===== config.mk =====
export PLATFORM = sky130hd
export DESIGN_NAME = pmem_arbiter_flat
export DESIGN_NICKNAME = d
export VERILOG_FILES = /design/src/rtl/pmem_arbiter_if.sv /design/src/rtl/pmem_arbiter.sv /design/src/flat_wrapper.sv
export SDC_FILE = /design/constraint.sdc
export NUM_CORES = 1
export LEC_CHECK = 0
export ABC_AREA = 1
export BUFFER_PORTS_ARGS = -buffer_cell sky130_fd_sc_hd__buf_2
export CAP_MARGIN = 20
export CORE_AREA = 4 4 281 283
export DETAILED_ROUTE_END_ITERATION = 10
export DIE_AREA = 0 0 285 287
export SYNTH_ARGS = -nofsm -noshare
export SYNTH_HDL_FRONTEND = slang
export SYNTH_SLANG_ARGS = --single-unit

===== constraint.sdc =====
create_clock -name clk -period 2 [get_ports clk]
set_input_delay 0.4 -clock clk [delete_from_list [all_inputs] [get_ports clk]]
set_output_delay 0.4 -clock clk [all_outputs]
set_load 0.005 [all_outputs]

===== src/rtl/pmem_arbiter_if.sv =====
// Bundle of the split-L1 cache ports, the physical-memory line port and the
// grant counters. The arbiter uses the slave view; the caches and memory use master.
interface pmem_arbiter_if #(
  parameter int ADDR_WIDTH = 16,
  parameter int LINE_WIDTH = 128,
  parameter int CNT_WIDTH  = 16
);
  logic                  i_pmem_read;
  logic [ADDR_WIDTH-1:0] i_pmem_address;
  logic [LINE_WIDTH-1:0] i_pmem_rdata;
  logic                  i_pmem_resp;
  logic                  d_pmem_read;
  logic                  d_pmem_write;
  logic [ADDR_WIDTH-1:0] d_pmem_address;
  logic [LINE_WIDTH-1:0] d_pmem_wdata;
  logic [LINE_WIDTH-1:0] d_pmem_rdata;
  logic                  d_pmem_resp;
  logic                  pmem_read;
  logic                  pmem_write;
  logic [ADDR_WIDTH-1:0] pmem_address;
  logic [LINE_WIDTH-1:0] pmem_wdata;
  logic [LINE_WIDTH-1:0] pmem_rdata;
  logic                  pmem_resp;
  logic [CNT_WIDTH-1:0]  i_grant_count;
  logic [CNT_WIDTH-1:0]  d_grant_count;

  modport slave (
    input  i_pmem_read, i_pmem_address, d_pmem_read, d_pmem_write,
           d_pmem_address, d_pmem_wdata, pmem_rdata, pmem_resp,
    output i_pmem_rdata, i_pmem_resp, d_pmem_rdata, d_pmem_resp,
           pmem_read, pmem_write, pmem_address, pmem_wdata,
           i_grant_count, d_grant_count
  );

  modport master (
    output i_pmem_read, i_pmem_address, d_pmem_read, d_pmem_write,
           d_pmem_address, d_pmem_wdata, pmem_rdata, pmem_resp,
    input  i_pmem_rdata, i_pmem_resp, d_pmem_rdata, d_pmem_resp,
           pmem_read, pmem_write, pmem_address, pmem_wdata,
           i_grant_count, d_grant_count
  );
endinterface


===== src/rtl/pmem_arbiter.sv =====
// Round-robin arbiter sharing one physical-memory line port between the I- and
// D-cache engines, with a one-cycle release gap and saturating grant counters.
module pmem_arbiter #(
  parameter int ADDR_WIDTH = 16,
  parameter int LINE_WIDTH = 128,
  parameter int CNT_WIDTH  = 16
) (
  input logic          clk,
  input logic          reset_n,
  pmem_arbiter_if.slave bus
);

  typedef enum logic [1:0] {IDLE, SERVE_I, SERVE_D, RELEASE} state_t;

  localparam logic [CNT_WIDTH-1:0] CNT_ONE = CNT_WIDTH'(1);

  state_t                state, state_nxt;
  logic                  last_d;
  logic                  grant_i, grant_d;
  logic                  i_req, d_req;
  logic                  done;
  logic                  read_q, write_q;
  logic [ADDR_WIDTH-1:0] addr_q;
  logic [LINE_WIDTH-1:0] wdata_q;
  logic [CNT_WIDTH-1:0]  i_cnt, d_cnt;

  assign i_req = bus.i_pmem_read;
  assign d_req = bus.d_pmem_read | bus.d_pmem_write;
  assign done  = ((state == SERVE_I) || (state == SERVE_D)) && bus.pmem_resp;

  always_ff @(posedge clk or negedge reset_n) begin
    if (!reset_n) begin
      state <= IDLE;
    end else begin
      state <= state_nxt;
    end
  end

  // On a tie the requester that did not win last time is granted.
  always_comb begin
    state_nxt = state;
    grant_i   = 1'b0;
    grant_d   = 1'b0;
    case (state)
      IDLE: begin
        if (d_req && (!i_req || !last_d)) begin
          grant_d   = 1'b1;
          state_nxt = SERVE_D;
        end else if (i_req) begin
          grant_i   = 1'b1;
          state_nxt = SERVE_I;
        end
      end
      SERVE_I: if (bus.pmem_resp) state_nxt = RELEASE;
      SERVE_D: if (bus.pmem_resp) state_nxt = RELEASE;
      RELEASE: state_nxt = IDLE;
      default: state_nxt = IDLE;
    endcase
  end

  always_ff @(posedge clk or negedge reset_n) begin
    if (!reset_n) begin
      last_d  <= 1'b0;
      read_q  <= 1'b0;
      write_q <= 1'b0;
      addr_q  <= '0;
      wdata_q <= '0;
      i_cnt   <= '0;
      d_cnt   <= '0;
    end else begin
      if (grant_d) begin
        addr_q  <= bus.d_pmem_address;
        wdata_q <= bus.d_pmem_wdata;
        write_q <= bus.d_pmem_write;
        read_q  <= bus.d_pmem_read & ~bus.d_pmem_write;
        last_d  <= 1'b1;
      end
      if (grant_i) begin
        addr_q  <= bus.i_pmem_address;
        read_q  <= 1'b1;
        write_q <= 1'b0;
        last_d  <= 1'b0;
      end
      if (done) begin
        read_q  <= 1'b0;
        write_q <= 1'b0;
        if (state == SERVE_I && i_cnt != '1) i_cnt <= i_cnt + CNT_ONE;
        if (state == SERVE_D && d_cnt != '1) d_cnt <= d_cnt + CNT_ONE;
      end
    end
  end

  assign bus.pmem_read     = read_q;
  assign bus.pmem_write    = write_q;
  assign bus.pmem_address  = addr_q;
  assign bus.pmem_wdata    = wdata_q;
  assign bus.i_pmem_rdata  = (state == SERVE_I) ? bus.pmem_rdata : '0;
  assign bus.d_pmem_rdata  = (state == SERVE_D) ? bus.pmem_rdata : '0;
  assign bus.i_pmem_resp   = (state == SERVE_I) && bus.pmem_resp;
  assign bus.d_pmem_resp   = (state == SERVE_D) && bus.pmem_resp;
  assign bus.i_grant_count = i_cnt;
  assign bus.d_grant_count = d_cnt;

endmodule


===== src/flat_wrapper.sv =====
// flat-port wrapper written by rule: the top's interface ports become plain ports
module pmem_arbiter_flat 
#(
  parameter int ADDR_WIDTH = 16,
  parameter int LINE_WIDTH = 128,
  parameter int CNT_WIDTH  = 16
)
  (clk, reset_n, bus_i_pmem_read, bus_i_pmem_address, bus_d_pmem_read, bus_d_pmem_write, bus_d_pmem_address, bus_d_pmem_wdata, bus_pmem_rdata, bus_pmem_resp, bus_i_pmem_rdata, bus_i_pmem_resp, bus_d_pmem_rdata, bus_d_pmem_resp, bus_pmem_read, bus_pmem_write, bus_pmem_address, bus_pmem_wdata, bus_i_grant_count, bus_d_grant_count);
  pmem_arbiter_if #(.ADDR_WIDTH(ADDR_WIDTH), .LINE_WIDTH(LINE_WIDTH), .CNT_WIDTH(CNT_WIDTH)) bus_i ();
  input logic clk;
  input logic reset_n;
  input wire logic [$bits(bus_i.i_pmem_read)-1:0] bus_i_pmem_read;
  input wire logic [$bits(bus_i.i_pmem_address)-1:0] bus_i_pmem_address;
  input wire logic [$bits(bus_i.d_pmem_read)-1:0] bus_d_pmem_read;
  input wire logic [$bits(bus_i.d_pmem_write)-1:0] bus_d_pmem_write;
  input wire logic [$bits(bus_i.d_pmem_address)-1:0] bus_d_pmem_address;
  input wire logic [$bits(bus_i.d_pmem_wdata)-1:0] bus_d_pmem_wdata;
  input wire logic [$bits(bus_i.pmem_rdata)-1:0] bus_pmem_rdata;
  input wire logic [$bits(bus_i.pmem_resp)-1:0] bus_pmem_resp;
  output wire logic [$bits(bus_i.i_pmem_rdata)-1:0] bus_i_pmem_rdata;
  output wire logic [$bits(bus_i.i_pmem_resp)-1:0] bus_i_pmem_resp;
  output wire logic [$bits(bus_i.d_pmem_rdata)-1:0] bus_d_pmem_rdata;
  output wire logic [$bits(bus_i.d_pmem_resp)-1:0] bus_d_pmem_resp;
  output wire logic [$bits(bus_i.pmem_read)-1:0] bus_pmem_read;
  output wire logic [$bits(bus_i.pmem_write)-1:0] bus_pmem_write;
  output wire logic [$bits(bus_i.pmem_address)-1:0] bus_pmem_address;
  output wire logic [$bits(bus_i.pmem_wdata)-1:0] bus_pmem_wdata;
  output wire logic [$bits(bus_i.i_grant_count)-1:0] bus_i_grant_count;
  output wire logic [$bits(bus_i.d_grant_count)-1:0] bus_d_grant_count;
  assign bus_i.i_pmem_read = bus_i_pmem_read;
  assign bus_i.i_pmem_address = bus_i_pmem_address;
  assign bus_i.d_pmem_read = bus_d_pmem_read;
  assign bus_i.d_pmem_write = bus_d_pmem_write;
  assign bus_i.d_pmem_address = bus_d_pmem_address;
  assign bus_i.d_pmem_wdata = bus_d_pmem_wdata;
  assign bus_i.pmem_rdata = bus_pmem_rdata;
  assign bus_i.pmem_resp = bus_pmem_resp;
  assign bus_i_pmem_rdata = bus_i.i_pmem_rdata;
  assign bus_i_pmem_resp = bus_i.i_pmem_resp;
  assign bus_d_pmem_rdata = bus_i.d_pmem_rdata;
  assign bus_d_pmem_resp = bus_i.d_pmem_resp;
  assign bus_pmem_read = bus_i.pmem_read;
  assign bus_pmem_write = bus_i.pmem_write;
  assign bus_pmem_address = bus_i.pmem_address;
  assign bus_pmem_wdata = bus_i.pmem_wdata;
  assign bus_i_grant_count = bus_i.i_grant_count;
  assign bus_d_grant_count = bus_i.d_grant_count;
  pmem_arbiter #(.ADDR_WIDTH(ADDR_WIDTH), .LINE_WIDTH(LINE_WIDTH), .CNT_WIDTH(CNT_WIDTH)) u_core (.clk(clk), .reset_n(reset_n), .bus(bus_i));
endmodule

==> flow_summary.json, run 1 <==
{
  "cts_tree": "yes",
  "comb_power_share_pct": 57.4,
  "drive_gt1_share_pct": 47.02,
  "wl_microns": 54950,
  "start_util_pct": 12.85,
  "yosysWarnings": 0,
  "stdcell_area_sq_um": 17500,
  "drv_slew": 0,
  "ioPinCount": 730,
  "ir_drop_uv": 532.9,
  "final_core_util_pct": 22.82,
  "drt_iter0_drc": 691,
  "crit_path_end_kind": "output pin",
  "synthSimpleGateAreaFrac_pct": 37.53,
  "synth_compound_area_share_pct": 0.4315,
  "dr.pass1.iters": 5,
  "status": "finished with violations",
  "mostFrequentLayoutCells": "nand2_1, buf_2, inv_1, dfrtp_1, inv_2",
  "setup_viol_count_final": 258,
  "place_hpwl_microns": 42680,
  "grt_overflow": 0,
  "max_slew_margin_pct": 74.08,
  "violations": "setup timing",
  "finalCritPeriodShare_pct": 109.3,
  "switching_share_pct": 43.49,
  "layout_setup_ws_ns": -0.1861,
  "min_path_type": "in2reg",
  "stdcell_count": 3348,
  "worstPathRequired_ns": 1.60,
  "p_int_mw": 13.12,
  "pwr-share-clk_pct": 16.3,
  "grt.total_usage_pct": 12.39,
  "hold_ws_ns": 0.1050,
  "dp_slack_ns": 0.05526,
  "power_frac_seq_pct": 26.3,
  "ys_seq_elements": 181,
  "rows": 102,
  "layout_commonest_cell": "nand2_1",
  "numClockSinks": 181,
  "synth_area_per_cell_sq_um": 6.551,
  "cts_buffer_depth": 2,
  "vias_per_cell": 3.594,
  "arrival_ns": 1.79,
  "nets": 2569,
  "postRouteAntennaNets": 0,
  "leakage_nw": 11.37,
  "ys_types": 27,
  "critPathKind": "reg2out",
  "cts-root-buf": "clkbuf_16",
  "yosys.area_share.xor_xnor_pct": 0.4442,
  "grt_pass1_vias": 11530,
  "grt_start_max_net_pins": 47,
  "htree_levels": 4,
  "die-area_sq_um": 81800,
  "grt_pass1_wl_microns": 74940,
  "syn2layout_area_growth_pct": 77.54,
  "period_needed_ns": 2.186,
  "clkTransAtPathRegs_ns": 0.10,
  "drv_cap": 0,
  "fmax_mhz": 457.4,
  "core-area_sq_um": 76700,
  "clkLatencyLatePin_ns": 0.49,
  "dpl_cell_area_sq_um": 15120,
  "die_h_microns": 287,
  "tightestPinTransition_ns": 0.3882,
  "gp_congestion": 0.9208,
  "place_inst": 3263,
  "chipWidth_microns": 285,
  "critPathMaxFanout": 7,
  "worstSetupStartpointType": "flip-flop",
  "synthMuxAreaShare_pct": 0,
  "finalHoldViolCount": 0,
  "drcViolationCount": 0,
  "avgRoutedWirePerCell_microns": 16.41,
  "fillerInstances": 8497,
  "p_switching_mw": 10.10,
  "numCtsBuffers": 17,
  "port_buffers": 729,
  "yosysSeqAreaShare_pct": 45.94,
  "synth_fa_ha_area_share_pct": 0.7614,
  "synth_top_family_by_area": "simple AND/OR/NAND/NOR gates",
  "rsz0062_at_grt": "true",
  "tns_ns": -31.05,
  "syn_nets": 1805,
  "vias": 12030,
  "antenna_found_initial": 43,
  "synth_area_sq_um": 9859,
  "p_per_area_nw_per_um2": 1326,
  "skew_ns": 0.02440,
  "syn_inst": 1505,
  "total_power_mw": 23.21
}
## synth_stat cells
cell,n,area [sq um]
nand2_1,823,3089
inv_1,304,1141
dfrtp_1,181,4529
nand3_1,47,235.2
buf_2,31,155.2
clkbuf_1,30,112.6
nor2_1,29,108.9
nand3_2,10,100.1
nor3_1,8,40.04
ha_1,6,75.07
buf_6,4,45.04
nor2_2,4,25.02
nor2_4,4,45.04
xor2_1,4,35.03
a21oi_1,3,15.01
nand2_2,3,18.77
o21ai_0,3,15.01
and3_1,2,12.51
a31oi_1,1,6.260
buf_1,1,3.750
buf_4,1,7.510
inv_2,1,3.750
nand2_4,1,11.26
nand3b_1,1,7.510
nand4_1,1,6.260
o22ai_1,1,6.260
xnor2_1,1,8.760
## power by group through the flow
stage / clock (mW) / combinational (mW) / sequential, mW
floorplan: 0 / 4.51 / 6.21
global placement: 0 / 10.1 / 6.09
detailed placement: 0 / 10.3 / 6.09
CTS: 3.98 / 11.8 / 6.09
global route: 4.05 / 14.6 / 6.27
finish: 3.79 / 13.3 / 6.09
## critical path, stage by stage (launching register included)
cell,delay (ns)
dfrtp_1,0.40
buf_6,0.13
ha_4,0.19
clkbuf_16,0.20
clkbuf_16,0.19
nand2_2,0.05
inv_1,0.03
buf_2,0.12
## logic make-up (layout without fill, tap and decap cells)
group	after synthesis	after routing
compound gates	8	8
flops	181	181
xor+xnor	5	5
other cells	0	26
fa+ha+maj	6	6
simple gates	933	933
buf+inv	372	1149
## routing by layer
layer	vias up	share of wire (%)	global-route usage, %
met2	604	45	19.27
li1	5849	-	-
met3	106	15	8.493
met4	30	2.8	4.430
met1	5444	37	13.25
met5	-	0.38	1.310
## final timing paths
kind	startpoint	to	slack, ns	cells past startpoint
max	u_core.state[0]$_DFFE_PN0P_	bus_i_pmem_rdata[102]	-0.19	7
min	bus_d_pmem_wdata[55]	u_core.bus.pmem_wdata[55]$_DFFE_PN0P_	0.10	3
max reg2reg	u_core.state[1]$_DFFE_PN0P_	u_core.bus.d_grant_count[15]$_DFFE_PN0P_	0.13	11
min reg2reg	u_core.bus.pmem_wdata[0]$_DFFE_PN0P_	u_core.bus.pmem_wdata[0]$_DFFE_PN0P_	0.47	2
max in group asynchronous	reset_n	u_core.bus.pmem_wdata[91]$_DFFE_PN0P_	0.96	3
min in group asynchronous	reset_n	u_core.bus.d_grant_count[9]$_DFFE_PN0P_	0.41	2
## layout make-up
type                    instances  area (sq um)  area share, %
well taps                    1040          1301          7.434
repair buffers                812          5264          30.07
clock buffers                  17         425.4          2.430
diodes                         26         65.06         0.3717
clock inverters                15         230.2          1.315
flip-flops and latches        181          4529          25.88
multi-input cells             952          4539          25.93
inverters                     305          1150          6.569
## state kept, by name, summed over array words and instances, names as in the netlist
register / flops
u_core.bus.pmem_wdata: 128
u_core.last_d: 1
u_core.bus.pmem_read: 1
u_core.bus.pmem_write: 1
u_core.bus.d_grant_count: 16
u_core.bus.i_grant_count: 16
u_core.state: 2
u_core.bus.pmem_address: 16
## timing repair
action	CTS	global route
hold buffers	1	0
setup buffers	9	2
setup endpoints to repair	258	274
endpoints found under the hold margin	28	0
cloned	8	7
pin swaps	3	14
resized for setup	116	254
Power figures use the tool's default switching activity.
==> run 2, diff against run 1 <==
- CORE_AREA: 4 4 281 283 -> 4 4 283 285
- DIE_AREA: 0 0 285 287 -> 0 0 287 289
==> run 2 against run 1 <==
Against the previous run:
- the flow still finishes with violations (setup timing)
- flip-flop and latch count is the same
- clock-buffer cell count is the same
- setup slack lost 0.040 ns
- sequential power is essentially flat
- cell area shrank 1.8%
- register-to-register slack lost 0.12 ns
==> flow_summary.json, run 2 (synthesized netlist as in run 1, its figures left out) <==
{
  "status": "finished with violations",
  "violations": "setup timing",
  "finalHoldViolCount": 0,
  "grt.total_usage_pct": 12.38,
  "p_per_area_nw_per_um2": 1315,
  "chipWidth_microns": 287,
  "largest_reg_flops": 128,
  "mostFrequentLayoutCells": "nand2_1, buf_2, inv_1, dfrtp_1, inv_2",
  "start_util_pct": 12.75,
  "clkTransAtPathRegs_ns": 0.08,
  "wl_microns": 55540,
  "vias": 12040,
  "grt_overflow": 0,
  "cts-root-buf": "clkbuf_16",
  "worstPathRequired_ns": 1.60,
  "gp_congestion": 0.8978,
  "crit_path_end_kind": "output pin",
  "clkLatencyLatePin_ns": 0.48,
  "cts_tree": "yes",
  "die_h_microns": 289,
  "period_needed_ns": 2.226,
  "max_slew_margin_pct": 60.57,
  "drcViolationCount": 0,
  "setup_viol_count_final": 258,
  "layout_setup_ws_ns": -0.2263,
  "dr.pass1.iters": 5,
  "hold_depth": 3,
  "rows": 102,
  "fmax_mhz": 449.2,
  "vias_per_cell": 3.590,
  "total_power_mw": 22.62,
  "postRouteAntennaNets": 0,
  "final_core_util_pct": 22.23,
  "finalCritPeriodShare_pct": 111.3,
  "drv_slew": 0,
  "worstSetupStartpointType": "flip-flop",
  "avgRoutedWirePerCell_microns": 16.56,
  "place_hpwl_microns": 44030,
  "grt_pass1_wl_microns": 75380,
  "critPathMaxFanout": 7,
  "critPathKind": "reg2out",
  "tightestPinTransition_ns": 0.5852,
  "numCtsBuffers": 17,
  "nets": 2578,
  "ioPinCount": 730,
  "die-area_sq_um": 82940,
  "r2r_cells": 12,
  "min_path_type": "in2reg",
  "cts_buffer_depth": 2,
  "drv_cap": 0,
  "arrival_ns": 1.83,
  "layout_commonest_cell": "nand2_1",
  "ir_drop_uv": 748.1,
  "core-area_sq_um": 77340,
  "antenna_found_initial": 27,
  "leakage_nw": 11.24,
  "numClockSinks": 181,
  "port_buffers": 729,
  "grt_pass1_vias": 11380,
  "drt_iter0_drc": 898,
  "grt_start_max_net_pins": 49,
  "htree_levels": 4,
  "syn2layout_area_growth_pct": 74.40,
  "rsz0062_at_grt": "true",
  "drive_gt1_share_pct": 44.83,
  "skew_ns": 0.02751
}
==> run 2: changes by cell type in the layout (fill, tap and decap cells not counted), moves of 7 or more <==
cell / change
inv_2: -15
buf_6: -9
inv_1: +16
nand2_1: +37
nand2_4: -22
buf_4: +10
nand2_2: -15
inv_12: -7
buf_2: +10
==> run 2: through the flow <==
step | TNS (ns) | hold WS [ns] | setup slack, ns | std cells | area (sq um)
2_1_floorplan | 0 | 0.1044 | 0.2259 | 1505 | 9859
3_3_place_gp | 0 | 0.4011 | 0.1378 | 3271 | 15180
3_5_place_dp | 0 | 0.3906 | 0.1254 | 3271 | 15180
4_1_cts | -48.55 | 0.04431 | -0.2485 | 3320 | 16320
5_1_grt | -68.49 | 0.07187 | -0.3031 | 3338 | 17160
6_report | -36.69 | 0.1136 | -0.2263 | 3353 | 17200
==> run 2: worst max-delay path, stage by stage (launching register included) <==
cell and delay, ns:
dfrtp_1 0.41, buf_6 0.13, ha_4 0.17, buf_12 0.15, buf_16 0.15, buf_6 0.12
nand2_2 0.05, inv_2 0.05, buf_6 0.11
==> run 2: cell type report <==
cell class,count,area [sq um]
multi-input cells,952,4332
clock inverters,15,187.7
inverters,305,1147
repair buffers,821,5218
diodes,22,55.05
flip-flops and latches,181,4529
fillers,8645,60140
well taps,1040,1301
clock buffers,17,425.4
==> run 2: power by group <==
group	switching (mW)	internal, mW	total [mW]
logic	7.07	5.95	13.0
clock network	1.81	1.69	3.51
registers	0.879	5.21	6.09
total	9.76	12.9	22.6
==> run 2: layer usage <==
layer | global-route usage [%] | vias up | routed length (microns)
li1 | - | 5862 | -
met1 | 14.58 | 5473 | 21900
met2 | 19.69 | 608 | 25740
met3 | 6.373 | 75 | 6831
met4 | 3.390 | 18 | 945
met5 | 1.337 | - | 117
==> run 2: final timing paths <==
kind,start,slack (ns),endpoint
min in group asynchronous,reset_n,0.43,u_core.bus.d_grant_count[11]$_DFFE_PN0P_
hold reg to reg,u_core.bus.pmem_wdata[90]$_DFFE_PN0P_,0.47,u_core.bus.pmem_wdata[90]$_DFFE_PN0P_
setup / recovery,u_core.state[0]$_DFFE_PN0P_,-0.23,bus_i_pmem_rdata[73]
max in group asynchronous,reset_n,0.91,u_core.bus.pmem_wdata[101]$_DFFE_PN0P_
hold / removal,bus_d_pmem_wdata[118],0.11,u_core.bus.pmem_wdata[118]$_DFFE_PN0P_
setup reg to reg,u_core.state[1]$_DFFE_PN0P_,0.01,u_core.bus.i_grant_count[15]$_DFFE_PN0P_
==> run 2: what timing repair did <==
action | in CTS | in global routing
gates resized for setup | 85 | 189
cloned | 8 | 8
pin swaps | 2 | 8
buffers inserted | 8 | 3
endpoints found under the setup margin | 258 | 271
hold buffers | 1 | 0
endpoints found under the hold margin | 37 | 0
==> run 3, diff against run 2 <==
- CAP_MARGIN: 20 -> default
- RECOVER_POWER: default -> 100
==> run 3 against run 2 <==
Against the previous run:
- the run still ends with setup timing left
- combinational power hardly changed
- routed wire length increased by 0.18%
- die area unchanged
- flip-flop and latch count unchanged
- clock skew increased by 0.0021 ns
- sequential share of layout area rose by 0.38 points
- non-clock buffer count stayed put
- register-to-register slack worse by 0.04 ns
- clock-buffer cell count is the same
- sequential power up 0.7%
- core utilization down 0.31 points
- critical endpoint unchanged
- largest power group unchanged
==> flow_summary.json, run 3 (synthesized netlist as in run 1, its figures left out) <==
{
  "skew_ns": 0.02964,
  "fmax_mhz": 446.6,
  "tightestPinTransition_ns": 1.262,
  "postRouteAntennaNets": 0,
  "drive_gt1_share_pct": 38.67,
  "drv_slew": 0,
  "drcViolationCount": 0,
  "antenna_found_initial": 27,
  "drt_iter0_drc": 785,
  "cts-root-buf": "clkbuf_16",
  "fillerInstances": 8737,
  "rows": 102,
  "largest_reg_flops": 128,
  "total_power_mw": 22.29,
  "grt.total_usage_pct": 12.38,
  "die_h_microns": 289,
  "arrival_ns": 1.84,
  "worstPathRequired_ns": 1.60,
  "die-area_sq_um": 82940,
  "start_util_pct": 12.75,
  "syn2layout_area_growth_pct": 71.94,
  "vias": 12040,
  "rsz0062_at_grt": "true",
  "period_needed_ns": 2.239,
  "nets": 2578,
  "final_core_util_pct": 21.92,
  "critPathKind": "reg2out",
  "cts_buffer_depth": 2,
  "drv_cap": 0,
  "grt_start_max_net_pins": 49,
  "worstSetupStartpointType": "flip-flop",
  "cts_tree": "yes",
  "clkTransAtPathRegs_ns": 0.08,
  "critPathMaxFanout": 7,
  "finalCritPeriodShare_pct": 111.9,
  "min_path_type": "in2reg",
  "numCtsBuffers": 17,
  "htree_levels": 4,
  "place_hpwl_microns": 44030,
  "max_slew_margin_pct": 15.87,
  "dpl_cell_area_sq_um": 15180,
  "vias_per_cell": 3.593,
  "multi_input_area_sq_um": 4327,
  "violations": "setup timing",
  "finalHoldViolCount": 0,
  "grt_pass1_wl_microns": 75380,
  "chipWidth_microns": 287,
  "grt_pass1_vias": 11380,
  "stdcell_area_sq_um": 16950,
  "crit_path_end_kind": "output pin",
  "mostFrequentLayoutCells": "nand2_1, buf_2, inv_1, dfrtp_1, clkbuf_1",
  "layout_setup_ws_ns": -0.2389,
  "layout_commonest_cell": "nand2_1",
  "dr.pass1.iters": 5,
  "p_per_area_nw_per_um2": 1315,
  "wl_microns": 55630,
  "port_buffers": 729,
  "ir_drop_uv": 748.2,
  "leakage_nw": 10.75,
  "register_area_sq_um": 4529,
  "numClockSinks": 181,
  "core-area_sq_um": 77340,
  "setup_viol_count_final": 287,
  "gp_congestion": 0.8978,
  "clkLatencyLatePin_ns": 0.48,
  "grt_overflow": 0,
  "status": "finished with violations",
  "avgRoutedWirePerCell_microns": 16.60,
  "ioPinCount": 730,
  "dp_slack_ns": 0.1254
}
==> run 3: changes by cell type in the layout (fill, tap and decap cells not counted), moves of 2 or more <==
cell      previous run  this run
clkbuf_4             0         5
buf_6               47        49
diode_2             22        20
clkbuf_2             0         4
clkbuf_1             0       141
buf_4               43        32
buf_12              18        15
buf_2              687       550
==> run 3: where the power goes <==
part | internal, mW | switching (mW) | total [mW]
Sequential | 5.21 | 0.912 | 6.13
Clock | 1.69 | 1.80 | 3.50
Combinational | 5.59 | 7.08 | 12.7
==> run 3: layer usage <==
layer  GRT usage (%)  part of all wire [%]  up-vias  wire, microns
met5           1.337                  0.20        -            110
met4           3.390                   1.7       18            942
met3           6.373                    12       79           6512
met2           19.69                    46      599          25810
met1           14.58                    40     5486          22260
li1                -                     -     5858              -
==> run 3: final cells by class <==
cell class | count | share of cell area, %
inverters | 305 | 6.768
diodes | 20 | 0.2952
clock inverters | 15 | 1.107
repair buffers | 821 | 29.40
well taps | 1040 | 7.676
flip-flops and latches | 181 | 26.72
clock buffers | 17 | 2.509
multi-input cells | 952 | 25.52
==> run 3: what timing repair did <==
| item | in CTS | in global routing |
|---|---|---|
| hold buffers | 1 | 0 |
| endpoints found under the hold margin | 37 | 0 |
| pin swaps | 2 | 8 |
| buffers inserted | 8 | 3 |
| resized for setup | 85 | 189 |
| setup endpoints to repair | 258 | 271 |
| cloned | 8 | 8 |
==> run 3: per-stage QoR <==
stage	instances	hold slack [ns]	TNS, ns
3_3_place_gp	3271	0.4011	0
5_1_grt	3338	0.07188	-82.77
3_5_place_dp	3271	0.3906	0
6_report	3351	0.1114	-38.10
2_1_floorplan	1505	0.1044	0
4_1_cts	3320	0.04431	-48.55
==> run 3: critical path, stage by stage (launching register included) <==
cell,delay [ns]
dfrtp_1,0.41
buf_6,0.13
ha_4,0.17
buf_12,0.15
buf_16,0.15
buf_6,0.12
nand2_2,0.06
inv_2,0.05
buf_6,0.11
==> run 3: path summary, 6_finish.rpt <==
check                      cells past startpoint                                  endpoint                                  start  slack, ns
setup / recovery                               8                      bus_i_pmem_rdata[73]            u_core.state[0]$_DFFE_PN0P_      -0.24
hold / removal                                 3    u_core.bus.pmem_wdata[118]$_DFFE_PN0P_                  bus_d_pmem_wdata[118]       0.11
setup reg to reg                              10     u_core.bus.pmem_wdata[98]$_DFFE_PN0P_            u_core.state[1]$_DFFE_PN0P_      -0.03
hold reg to reg                                2     u_core.bus.pmem_wdata[90]$_DFFE_PN0P_  u_core.bus.pmem_wdata[90]$_DFFE_PN0P_       0.47
max in group asynchronous                      3    u_core.bus.pmem_wdata[101]$_DFFE_PN0P_                                reset_n       0.19
min in group asynchronous                      2  u_core.bus.d_grant_count[11]$_DFFE_PN0P_                                reset_n       0.73
